==> config.mk <==
export PLATFORM = sky130hd
export DESIGN_NAME = shift_register_sequencer
export DESIGN_NICKNAME = d
export VERILOG_FILES = /design/src/rtl/shift_register_sequencer.sv
export SDC_FILE = /design/constraint.sdc
export NUM_CORES = 1
export LEC_CHECK = 0
export ABC_AREA = 1
export ABC_CLOCK_PERIOD_IN_PS = 2900
export CAP_MARGIN = 10
export CORE_MARGIN = 4
export CORE_UTILIZATION = 47
export CTS_CLUSTER_DIAMETER = 80
export DETAILED_ROUTE_END_ITERATION = 16
export GPL_ROUTABILITY_DRIVEN = 0
export GPL_TIMING_DRIVEN = 0
export PLACE_DENSITY_LB_ADDON = 0.2
export SETUP_SLACK_MARGIN = 0.4
export SYNTH_ARGS = -nofsm -noshare
export SYNTH_HDL_FRONTEND = slang
export SYNTH_SLANG_ARGS = --single-unit
==> constraint.sdc <==
create_clock -name clk -period 2.9 [get_ports clk]
set_input_delay 0.29 -clock clk [delete_from_list [all_inputs] [get_ports clk]]
set_output_delay 0.29 -clock clk [all_outputs]
set_load 0.05 [all_outputs]
==> src/rtl/shift_register_sequencer.sv <==
// shift_register_sequencer
// Sequences a WIDTH-bit bidirectional shift register for two requesters.
// A round-robin arbiter picks one requester in IDLE, latches its direction,
// clamped bit count and serial pattern, then drives sel/d0/d1 for exactly
// that many clocks, one bit per clock. Bit 0 of the pattern goes out first.
//
// Ports
//   clk                   rising-edge clock
//   rst                   asynchronous active-low reset
//   req0, req1            level requests
//   req0_dir, req1_dir    0: shift via d0 (sel=10), 1: shift via d1 (sel=01)
//   req0_len, req1_len    bits to shift (0 = no-op, >WIDTH clamped to WIDTH)
//   req0_data, req1_data  serial pattern, bit 0 first
//   gnt                   one-hot grant, one-cycle pulse
//   done                  one-hot completion, one-cycle pulse
//   busy                  high whenever the sequencer is not idle
//   sel                   register control: 00 hold, 01 via d1, 10 via d0
//   d0, d1                serial data to the register
module shift_register_sequencer #(
  parameter int WIDTH = 4,
  parameter int CW    = $clog2(WIDTH + 1)
) (
  input  logic             clk,
  input  logic             rst,
  input  logic             req0,
  input  logic             req1,
  input  logic             req0_dir,
  input  logic             req1_dir,
  input  logic [CW-1:0]    req0_len,
  input  logic [CW-1:0]    req1_len,
  input  logic [WIDTH-1:0] req0_data,
  input  logic [WIDTH-1:0] req1_data,
  output logic [1:0]       gnt,
  output logic [1:0]       done,
  output logic             busy,
  output logic [1:0]       sel,
  output logic             d0,
  output logic             d1
);

  typedef enum logic [1:0] {
    IDLE  = 2'd0,
    SHIFT = 2'd1,
    DONE  = 2'd2
  } state_t;

  state_t           state_q, state_d;
  logic             ptr_q, ptr_d;
  logic             owner_q, owner_d;
  logic             dir_q, dir_d;
  logic [CW-1:0]    cnt_q, cnt_d;
  logic [WIDTH-1:0] sreg_q, sreg_d;
  logic [1:0]       gnt_q, gnt_d;
  logic             win;
  logic [CW-1:0]    len_sel;

  function automatic logic [CW-1:0] clamp_len(input logic [CW-1:0] len);
    if (int'(len) > WIDTH) return CW'(WIDTH);
    return len;
  endfunction

  // Next-state logic
  always_comb begin
    state_d = state_q;
    ptr_d   = ptr_q;
    owner_d = owner_q;
    dir_d   = dir_q;
    cnt_d   = cnt_q;
    sreg_d  = sreg_q;
    gnt_d   = 2'b00;
    win     = 1'b0;
    len_sel = '0;

    case (state_q)
      IDLE: begin
        if (req0 || req1) begin
          // A lone request wins outright; the pointer only breaks ties.
          win     = (req0 && req1) ? ptr_q : req1;
          len_sel = clamp_len(win ? req1_len : req0_len);
          owner_d = win;
          dir_d   = win ? req1_dir : req0_dir;
          cnt_d   = len_sel;
          sreg_d  = win ? req1_data : req0_data;
          gnt_d   = win ? 2'b10 : 2'b01;
          // A zero-length transfer still spends one SHIFT cycle with sel held
          // at 00, so its grant and completion land on separate cycles.
          state_d = SHIFT;
        end
      end
      SHIFT: begin
        sreg_d = sreg_q >> 1;
        if (cnt_q != '0) cnt_d = cnt_q - CW'(1);
        if (cnt_q <= CW'(1)) state_d = DONE;
      end
      DONE: begin
        state_d = IDLE;
        ptr_d   = ~owner_q;
      end
      default: state_d = IDLE;
    endcase
  end

  // State registers
  always_ff @(posedge clk or negedge rst) begin
    if (!rst) begin
      state_q <= IDLE;
      ptr_q   <= 1'b0;
      owner_q <= 1'b0;
      dir_q   <= 1'b0;
      cnt_q   <= '0;
      sreg_q  <= '0;
      gnt_q   <= 2'b00;
    end else begin
      state_q <= state_d;
      ptr_q   <= ptr_d;
      owner_q <= owner_d;
      dir_q   <= dir_d;
      cnt_q   <= cnt_d;
      sreg_q  <= sreg_d;
      gnt_q   <= gnt_d;
    end
  end

  // Output decode from registered state only
  always_comb begin
    gnt  = gnt_q;
    busy = (state_q != IDLE);
    done = 2'b00;
    sel  = 2'b00;
    d0   = 1'b0;
    d1   = 1'b0;
    if (state_q == DONE) done = owner_q ? 2'b10 : 2'b01;
    if (state_q == SHIFT && cnt_q != '0) begin
      if (dir_q) begin
        sel = 2'b01;
        d1  = sreg_q[0];
      end else begin
        sel = 2'b10;
        d0  = sreg_q[0];
      end
    end
  end

endmodule

Word level (Yosys, flattened, before mapping)
Index checks and enable logic that the tools add are counted.
{"block": "totals", "out_inout_bits": 9, "elab_cells": 55, "mem_count": 0, "latchBits": 0, "regBits": 14, "romBits": 0, "ramBits": 0, "input_bits": 20}
{"block": "classes", "bitwise": 1, "mux": 28, "reduce_logical": 11, "n_shift": 0, "eq_ne": 5, "multipliers": 0, "add_sub_neg": 1, "div_mod_pow": 0, "magnitude_cmp": 2}
{"operator": "$mux W2", "count": 9}
{"operator": "$mux W3", "count": 5}
{"operator": "$mux W1", "count": 9}
{"operator": "$mux W4", "count": 2}
{"operator": "$pmux W4 S2", "count": 1}
{"operator": "$ne A2 B2 Y1 const B", "count": 3}
{"operator": "$pmux W3 S2", "count": 1}
{"operator": "$reduce_and A2 Y1", "count": 3}
{"operator": "$pmux W2 S2", "count": 1}
{"operator": "$reduce_bool A2 Y1", "count": 2}
{"operator": "$gt A3 B3 Y1 const B", "count": 1}
{"operator": "$le A3 B1 Y1 const B", "count": 1}
{"operator": "$reduce_and A3 Y1", "count": 1}
{"operator": "$reduce_bool A3 Y1", "count": 1}
{"operator": "$sub A3 B1 Y3 const B", "count": 1}
{"operator": "$eq A2 B1 Y1 const B", "count": 1}
{"operator": "$eq A2 B2 Y1 const B", "count": 1}
{"operator": "$logic_and A1 B1 Y1", "count": 2}
{"operator": "$logic_not A2 Y1", "count": 1}
{"operator": "$logic_or A1 B1 Y1", "count": 1}
{"operator": "$not A1 Y1", "count": 1}

Longest topological paths before layout
Gate-level depths: netlist (run 1).
{"block": "depth", "depth_word": 10, "mapped_depth": 8, "depth_no_buf": 8}

Worst setup path before layout (run 1)
OpenSTA, ideal clock, no wires.
{"block": "synth_path", "path_type": "reg-to-output", "startpoint": "register cnt_q[0]", "endpoint": "output port d0", "path_stages_with_launch": 6, "n_path_buf": 0, "t_required_ns": 2.610, "arrival_time_ns": 1.862, "setup_slack_ns": 0.748, "path_cell_list": "dfrtp_1 inv_1 ha_1 nand2_1 nand2_4 nor3_1"}
{"block": "synth_via", "elab_chain_cells": 3}
{"item": "from (decl)", "line": "51", "source": "logic [CW-1:0] cnt_q, cnt_d;"}
{"item": "from (signal assigned)", "line": "118", "source": "cnt_q <= cnt_d;"}
{"item": "$reduce_bool A3 Y1", "line": "133", "source": "if (state_q == SHIFT && cnt_q != '0) begin"}
{"item": "$logic_and A1 B1 Y1", "line": "133"}
{"item": "$mux W1", "line": "133"}
{"item": "to (decl)", "line": "37", "source": "output logic d0,"}
No other way between the ends.

Final worst setup path (run 1)
{"block": "layout_path", "startpoint": "register cnt_q[0]", "endpoint": "output port sel[0]"}
{"block": "layout_via", "elab_chain_cells": 3}
{"item": "$reduce_bool A3 Y1", "line": "133"}
{"item": "$logic_and A1 B1 Y1", "line": "133"}
{"item": "$mux W2", "line": "133"}
{"item": "to (decl)", "line": "36", "source": "output logic [1:0] sel,"}
No other way between the ends.

==> flow_metrics.tcl, run 1 <==
set metrics [dict create \
    worstSetupPathType "reg2out" \
    arrival_ns 2.07 \
    min_period_over_period 0.815 \
    min_period_ns 2.36 \
    status "finished clean" \
    area_delta_synth_final_pct 41.5 \
    routed_wl_mm 1.70 \
    ys_seq_area_frac 0.409 \
    cts_root_buffer "clkbuf_4" \
    syn_area_per_cell_um2 7.85 \
    final_layout_size_suffix_gt1_frac 0.156 \
    busiest_layer "met2" \
    slew_headroom 0.572 \
    cts-buffers-inserted 3 \
    grt_use_met2 0.289 \
    cts.sinks 14 \
    grt_start_max_net_pins 15 \
    ant_nets 0 \
    clk_pin_slew_ns 0.09 \
    end_kind "primary output" \
    synth_cell_types 21 \
    fin_tns_setup_ns 0 \
    synth_edf_count 0 \
    cp_slowest_cell "clkdlybuf4s50_1" \
    grt_pass1_vias 748 \
    ys_warn_count 0 \
    die_w_um 50.7 \
    die_h_um 50.7 \
    io_pins 29 \
    grt_use_met3 0.0326 \
    h-tree-depth 1 \
    first_iter_violations 8 \
    syn_nets 132 \
    yosysMostFrequentCell "inv_1" \
    dp_cells 162 \
    dieArea_mm2 0.00257 \
    start_util 0.496 \
    timing.hold.ws_ns 0.399 \
    ys_async_sr_fraction 1.00 \
    viasPerCell 4.65 \
    antenna_found_initial 0 \
    yosysTopAreaCell "dfrtp_1" \
    crit_chain "inv_1, ha_1, nand2_1, nand2_4, nor2_1, clkdlybuf4s50_1" \
    critPathMaxFanout 5 \
    grt_overflow 0 \
    required_ns 2.61 \
    clock_latency_ns 0.28 \
    wire_per_inst_um 10.2 \
    report.final.slew_viol_count 0 \
    yosys_most_used_dff "dfrtp_1" \
    cp-start-kind "flop" \
    cts_buffer_depth 2 \
    synthesis.area_um2 856 \
    fin_skew_ns 0.000384 \
    layout.cells.non_filler 166 \
    dr.pass1.iters 4 \
    vias 772 \
    p_leak_nw 0.632 \
    synth_common_cells "inv_1 (17), nand2_1 (16), nor2_1 (16), dfrtp_1 (14), o21ai_0 (7)" \
    yosys_register_bits 14 \
    fill_cells 153 \
    cts_tree "built" \
    grt_pass1_wl_mm 3.00 \
    finalSetupViolations 0 \
    worst_pin_slew_ns 0.641 \
    met1_usage 0.169 \
    vdd_drop_max_mv 0.484 \
    max_stage_delay_ns 0.81 \
    drc_errors 0 \
    synth_top_area_frac 0.409 \
    portBuffers 28 \
    rows 15 \
    rsz0062_at_grt "false" \
    syn_inst 109 \
    max_freq_ghz 0.423 \
    hp-class "in2async" \
    core_mm2 0.00173 \
    hold_viol 0 \
    n_antenna_cell 0 \
    cap_violations 0 \
    finalNetCount 165 \
    netlist_top_cells_area "dfrtp_1 (41%), inv_1 (7.5%), nand2_1 (7.0%)" \
    power_density_mw_per_mm2 1150 \
    grtUsageTotal 0.153 \
    dpl.hpwl_mm 1.37 \
]
critical path, delay by kind of cell, from the launching register on:
family,cells,cell delay [ns]
adder cells (fa/ha/maj),1,0.20
flip-flops,1,0.42
AND/OR/NAND/NOR,3,0.28
buffers and inverters,2,0.89
kinds of logic after synthesis:
group | Yosys count | synth area share
AND/OR/NAND/NOR | 48 | 0.294
buffers and inverters | 23 | 0.107
AO/OA/AOI/OAI | 21 | 0.146
flip-flops | 14 | 0.409
adder cells (fa/ha/maj) | 3 | 0.0439
placed cells by master (no fill, tap or decap), drive strengths merged:
cell           instances
nand3                  1
nor3                   2
clkdlybuf4s50         25
o21bai                 1
inv                   23
clkbuf                 4
o21ai                 10
ha                     3
a21oi                  4
nand2                 23
nor2                  19
o22ai                  6
or2                    3
dlymetal6s2s           3
dfrtp                 14
path summary, 6_finish.rpt:
path / start / end / slack (ns) / cells after the start
max reg2reg: cnt_q[0]$_DFFE_PN0P_ / cnt_q[1]$_DFFE_PN0P_ / 1.62 / 8
min in group clk: ptr_q$_DFFE_PN0N_ / ptr_q$_DFFE_PN0N_ / 0.52 / 2
max: cnt_q[0]$_DFFE_PN0P_ / sel[0] / 0.54 / 6
min reg2reg: ptr_q$_DFFE_PN0N_ / ptr_q$_DFFE_PN0N_ / 0.52 / 2
min: rst / gnt[0]$_DFF_PN0_ / 0.40 / 1
max in group asynchronous: rst / cnt_q[0]$_DFFE_PN0P_ / 2.09 / 1
routing by layer:
| metal | vias to the layer above | wire length [um] |
|---|---|---|
| met4 | 0 | 18 |
| met3 | 4 | 97 |
| met2 | 21 | 865 |
| li1 | 404 | - |
| met5 | - | 0 |
| met1 | 343 | 713 |
state kept, by name (all words and copies together) (netlist names):
| name | cells |
|---|---|
| state_q | 2 |
| sreg_q | 4 |
| ptr_q | 1 |
| cnt_q | 3 |
| dir_q | 1 |
| gnt | 2 |
| owner_q | 1 |
per-stage QoR:
stage               total power [mW]  utilization  worst slack (ns)  instance area, um2
floorplan                       1.03            -             0.748                 856
global placement                1.23        0.676             0.802                1170
detailed placement              1.26        0.676             0.784                1170
CTS                             1.40        0.697             0.465                1200
global route                    1.51        0.701             0.403                1210
finish                          1.39        0.701             0.535                1210
what timing repair did:
| item | 4_1_cts | 5_1_grt |
|---|---|---|
| setup buffers | 0 | 0 |
| endpoints found under the setup margin | 0 | 3 |
| hold buffers | 0 | 0 |
| gates resized for setup | 0 | 3 |
power breakdown:
| group | total [mW] | switching, mW | internal, mW |
|---|---|---|---|
| sequential | 0.344 | 0.0516 | 0.292 |
| clock | 0.142 | 0.0658 | 0.0763 |
| combinational | 0.901 | 0.584 | 0.317 |
| total | 1.39 | 0.702 | 0.685 |
area by class of cell:
type,count,area (um2),area share
multi-input cells,72,414,0.342
flip-flops and latches,14,350,0.289
repair buffers,28,288,0.238
inverters,23,91.3,0.0754
clock buffers,4,36.3,0.0300
well taps,25,31.3,0.0258
Power figures use the tool's default switching activity.
==> inputs of run 2 (changes only) <==
- ABC_CLOCK_PERIOD_IN_PS: 2900 -> 2100
- CORE_UTILIZATION: 47 -> 40
- clock period: 2.9 -> 2.1 ns (I/O delays scaled with it)
==> run 2 against run 1 <==
Flip-flop and latch count is the same. Core utilization decreased by 10 points. Critical path depth is the same. Cell count increased by 1.8%. Clock skew rose by 0.0068 ns. Power grew 38%. Global-route usage down 0.21 points. Sequential power is 35% higher.
==> flow_metrics.tcl, run 2 (same netlist as run 1, synthesis figures left out) <==
set metrics [dict create \
    final_layout_size_suffix_gt1_frac 0.211 \
    largest_reg_flops 4 \
    portBuffers 28 \
    place_ws_ns 0.0483 \
    cp_slowest_cell "dfrtp_1" \
    grt_start_max_net_pins 15 \
    power_density_mw_per_mm2 1590 \
    ff2ff_setup_slack_ns 0.89 \
    top_register "sreg_q" \
    cap_violations 0 \
    vdd_drop_max_mv 0.862 \
    timing.hold.ws_ns 0.310 \
    cts.sinks 14 \
    post_dp_cell_area_mm2 0.00117 \
    fin_tns_setup_ns 0 \
    holdBufCountCts 0 \
    p_leak_nw 0.597 \
    rsz0062_at_grt "true" \
    start_util 0.428 \
    cts_tree "built" \
    critPathMaxFanout 5 \
    reg_top3 "sreg_q: 4 flops, cnt_q: 3 flops" \
    required_ns 1.89 \
    clk_pin_slew_ns 0.09 \
    arrival_ns 1.48 \
    end_kind "primary output" \
    grt_overflow 0 \
    finalSetupViolations 0 \
    antenna_found_initial 0 \
    first_iter_violations 17 \
    crit_family "flip-flops" \
    grt_pass1_vias 740 \
    ant_nets 0 \
    crit_path_start "cnt_q[0]$_DFFE_PN0P_" \
    h-tree-depth 1 \
    worst_pin_slew_ns 0.637 \
    wire_per_inst_um 10.7 \
    cp-start-kind "flop" \
    status "finished clean" \
    rows 16 \
    core_mm2 0.00200 \
    final_common_cell "clkdlybuf4s50_1" \
    routed_wl_mm 1.81 \
    n_antenna_cell 0 \
    fin_skew_ns 0.00717 \
    min_period_over_period 0.804 \
    clock_latency_ns 0.29 \
    crit_chain "inv_1, ha_1, nand2_1, nand2_4, nor3_1, buf_4" \
    hp-class "in2async" \
    cts-buffers-inserted 3 \
    cts_buffer_depth 2 \
    cts_root_buffer "clkbuf_4" \
    crit_buf_inv 2 \
    drc_errors 0 \
    worstSetupPathType "reg2out" \
    final_area_mm2 0.00120 \
    hold_viol 0 \
    report.final.slew_viol_count 0 \
    slew_headroom 0.574 \
    dpl.hpwl_mm 1.39 \
    fill_cells 185 \
    setup_ws_ns 0.411 \
    grtUsageTotal 0.151 \
    viasPerCell 4.75 \
    io_pins 29 \
    final_cell_mix "clkdlybuf4s50_1 (21), inv_1 (17), nand2_1 (16), nor2_1 (16), dfrtp_1 (14)" \
    die_w_um 54.3 \
    regToRegStartpoint "cnt_q[1]$_DFFE_PN0P_" \
    area_delta_synth_final_pct 40.8 \
    finalNetCount 167 \
    die_h_um 54.3 \
    max_stage_delay_ns 0.36 \
    vias 802 \
    min_period_ns 1.69 \
    dr.pass1.iters 4 \
    max_freq_ghz 0.592 \
    grt_pass1_wl_mm 3.11 \
    dieArea_mm2 0.00294 \
]
## run 2: cell count changes in the layout (fill, tap and decap cells not counted), moves of 2 or more
cell / delta
buf_4: +3
buf_6: +2
clkdlybuf4s50_1: -4
dlymetal6s2s_1: -3
## run 2: power by group
part	internal (mW)	switching [mW]
combinational	0.450	0.843
clock	0.0667	0.0887
sequential	0.403	0.0602
## run 2: repair_timing
item                                    4_1_cts  5_1_grt
setup buffers                                 2        0
resized for setup                            26       12
endpoints found under the hold margin         0        0
endpoints found under the setup margin        7        5
## run 2: area by class of cell
| class | count | area, um2 | area share |
|---|---|---|---|
| Tap cell | 27 | 33.8 | 0.0280 |
| Sequential cell | 14 | 350 | 0.291 |
| Timing Repair Buffer | 30 | 288 | 0.239 |
| Inverter | 23 | 91.3 | 0.0758 |
| Clock buffer | 3 | 22.5 | 0.0187 |
| Multi-Input combinational cell | 72 | 419 | 0.348 |
## run 2: worst paths after layout
| path | to | cells after the start |
|---|---|---|
| min | ptr_q$_DFFE_PN0N_ | 1 |
| max reg2reg | cnt_q[1]$_DFFE_PN0P_ | 8 |
| max in group asynchronous | sreg_q[2]$_DFFE_PN0P_ | 1 |
| max | d0 | 6 |
| min reg2reg | ptr_q$_DFFE_PN0N_ | 2 |
| min in group clk | ptr_q$_DFFE_PN0N_ | 2 |
## run 2: layer usage
| metal | wire, um | GRT usage |
|---|---|---|
| met4 | 19 | 0.0747 |
| met3 | 142 | 0.0163 |
| met1 | 733 | 0.175 |
| met5 | 0 | 0 |
| met2 | 917 | 0.271 |
## run 2: through the flow
step / power (mW) / utilization / cells
after detailed placement: 1.74 / 0.584 / 164
after global placement: 1.71 / 0.584 / 164
after floorplan: 1.43 / - / 109
after global routing: 2.10 / 0.602 / 169
final: 1.91 / 0.602 / 169
after CTS: 1.89 / 0.597 / 169
==> inputs of run 3 (changes only) <==
- ABC_CLOCK_PERIOD_IN_PS: 2100 -> 1770
- CORE_UTILIZATION: 40 -> 44
- clock period: 2.1 -> 1.77 ns (I/O delays scaled with it)
==> run 3 against run 2 <==
Via count grew 6.4%. Worst hold slack worse by 0.034 ns. Power is 52% higher. First-iteration DRC count shrank 47%. Cell count increased by 3.0%. Critical path type unchanged. Largest power group unchanged.
==> flow_metrics.tcl, run 3 (same netlist as run 1, synthesis figures left out) <==
set metrics [dict create \
    grt_overflow 0 \
    clk_pin_slew_ns 0.09 \
    slew_headroom 0.566 \
    grtUsageTotal 0.168 \
    critPathMaxFanout 5 \
    n_antenna_cell 0 \
    cts_tree "built" \
    antenna_found_initial 0 \
    post_dp_cell_area_mm2 0.00120 \
    viasPerCell 4.90 \
    ant_nets 0 \
    cts-buffers-inserted 3 \
    drc_errors 0 \
    finalNetCount 173 \
    die_w_um 52.1 \
    post-route-util 0.778 \
    hold_viol 0 \
    grt_pass1_wl_mm 3.31 \
    fin_skew_ns 0.00400 \
    rows 15 \
    cts_buffer_depth 2 \
    cts_root_buffer "clkbuf_4" \
    largest_reg_flops 4 \
    vias 853 \
    final_area_mm2 0.00139 \
    min_period_ns 1.55 \
    core_mm2 0.00178 \
    dpl.hpwl_mm 1.43 \
    regToRegStartpoint "state_q[0]$_DFFE_PN0P_" \
    required_ns 1.59 \
    end_kind "primary output" \
    area_delta_synth_final_pct 62.1 \
    grt_start_max_net_pins 15 \
    cts.sinks 14 \
    min_period_over_period 0.877 \
    rsz0062_at_grt "true" \
    place_ws_ns -0.226 \
    final_cell_mix "clkdlybuf4s50_1 (19), inv_1 (14), nand2_1 (13), dfrtp_1 (13), nor2_1 (12)" \
    reg_top3 "sreg_q: 4 flops, cnt_q: 3 flops" \
    dr.pass1.iters 4 \
    arrival_ns 1.38 \
    final_common_cell "clkdlybuf4s50_1" \
    io_pins 29 \
    routed_wl_mm 2.31 \
    report.final.slew_viol_count 0 \
    wire_per_inst_um 13.3 \
    final_layout_size_suffix_gt1_frac 0.362 \
    max_freq_ghz 0.644 \
    cap_violations 0 \
    dieArea_mm2 0.00271 \
    portBuffers 28 \
    top_register "sreg_q" \
    vdd_drop_max_mv 1.19 \
    setup_ws_ns 0.218 \
    r2r-end "cnt_q[0]$_DFFE_PN0P_" \
    fin_tns_setup_ns 0 \
    p_leak_nw 0.662 \
    finalSetupViolations 0 \
    grt_pass1_vias 819 \
    status "finished clean" \
    first_iter_violations 9 \
    cp-start-kind "flop" \
    start_util 0.480 \
    clock_latency_ns 0.29 \
    ff2ff_setup_slack_ns 0.37 \
    worst_pin_slew_ns 0.649 \
    reg2regPathDepth 9 \
    h-tree-depth 1 \
    power_density_mw_per_mm2 2100 \
    hp-class "in2async" \
    worstSetupPathType "reg2out" \
    die_h_um 52.1 \
]
==> run 3: cell types whose count changed in the layout (fill, tap and decap cells not counted), moves of 3 or more <==
| cell | previous run | this run |
|---|---|---|
| inv_1 | 17 | 14 |
| buf_4 | 3 | 6 |
| inv_2 | 5 | 8 |
| nor2_1 | 16 | 12 |
| nor2_4 | 2 | 5 |
| buf_6 | 2 | 6 |
| nand2_1 | 16 | 13 |
| buf_8 | 0 | 3 |
| nand2_2 | 2 | 5 |
==> run 3: worst max path at each step <==
stage	endpoint	cells after the start	slack, ns	start
after floorplan	d1	5	0.35	cnt_q[0]$_DFFE_PN0P_
after global placement	d1	6	-0.18	cnt_q[0]$_DFFE_PN0P_
after detailed placement	d1	6	-0.23	cnt_q[0]$_DFFE_PN0P_
after CTS	d1	6	0.23	cnt_q[1]$_DFFE_PN0P_
after global routing	d0	6	0.14	cnt_q[1]$_DFFE_PN0P_
final	d0	6	0.22	cnt_q[1]$_DFFE_PN0P_
==> run 3: per-layer routing <==
layer | track usage | vias up | share of wire
met1 | 0.173 | 390 | 0.37
met4 | 0.0873 | 0 | 0.028
li1 | - | 418 | -
met2 | 0.305 | 37 | 0.53
met5 | 0 | - | 0
met3 | 0.0430 | 8 | 0.062
==> run 3: timing repair <==
item	4_1_cts	5_1_grt
hold buffers	0	0
setup buffers	5	3
setup endpoints to repair	9	11
pin swaps	2	5
resized for setup	52	23
==> run 3: area by class of cell <==
cell class | count | area [um2]
clock buffer | 4 | 36.3
fill | 117 | 395
inverter | 23 | 98.8
multi-input combinational | 72 | 504
sequential | 14 | 352
tap | 25 | 31.3
timing repair buffer | 36 | 365
==> run 3: where the power goes <==
group	internal (mW)	total [mW]	switching, mW
clock network	0.126	0.241	0.116
registers	0.481	0.582	0.101
logic	0.829	2.09	1.26
==> run 3: per-stage QoR <==
| stage | cells | hold WS, ns | total power, mW |
|---|---|---|---|
| 2_1_floorplan | 109 | -0.119 | 1.78 |
| 4_1_cts | 171 | 0.304 | 2.54 |
| 5_1_grt | 174 | 0.336 | 3.09 |
| 6_report | 174 | 0.275 | 2.91 |
| 3_3_place_gp | 162 | 0.509 | 2.11 |
| 3_5_place_dp | 162 | 0.518 | 2.15 |
==> run 3: critical path, cell delays in order (launching register included) <==
cell     delay (ns)
dfrtp_1        0.38
inv_2          0.06
ha_4           0.16
nand2_2        0.07
nand2_4        0.09
nor3_4         0.14
buf_6          0.18
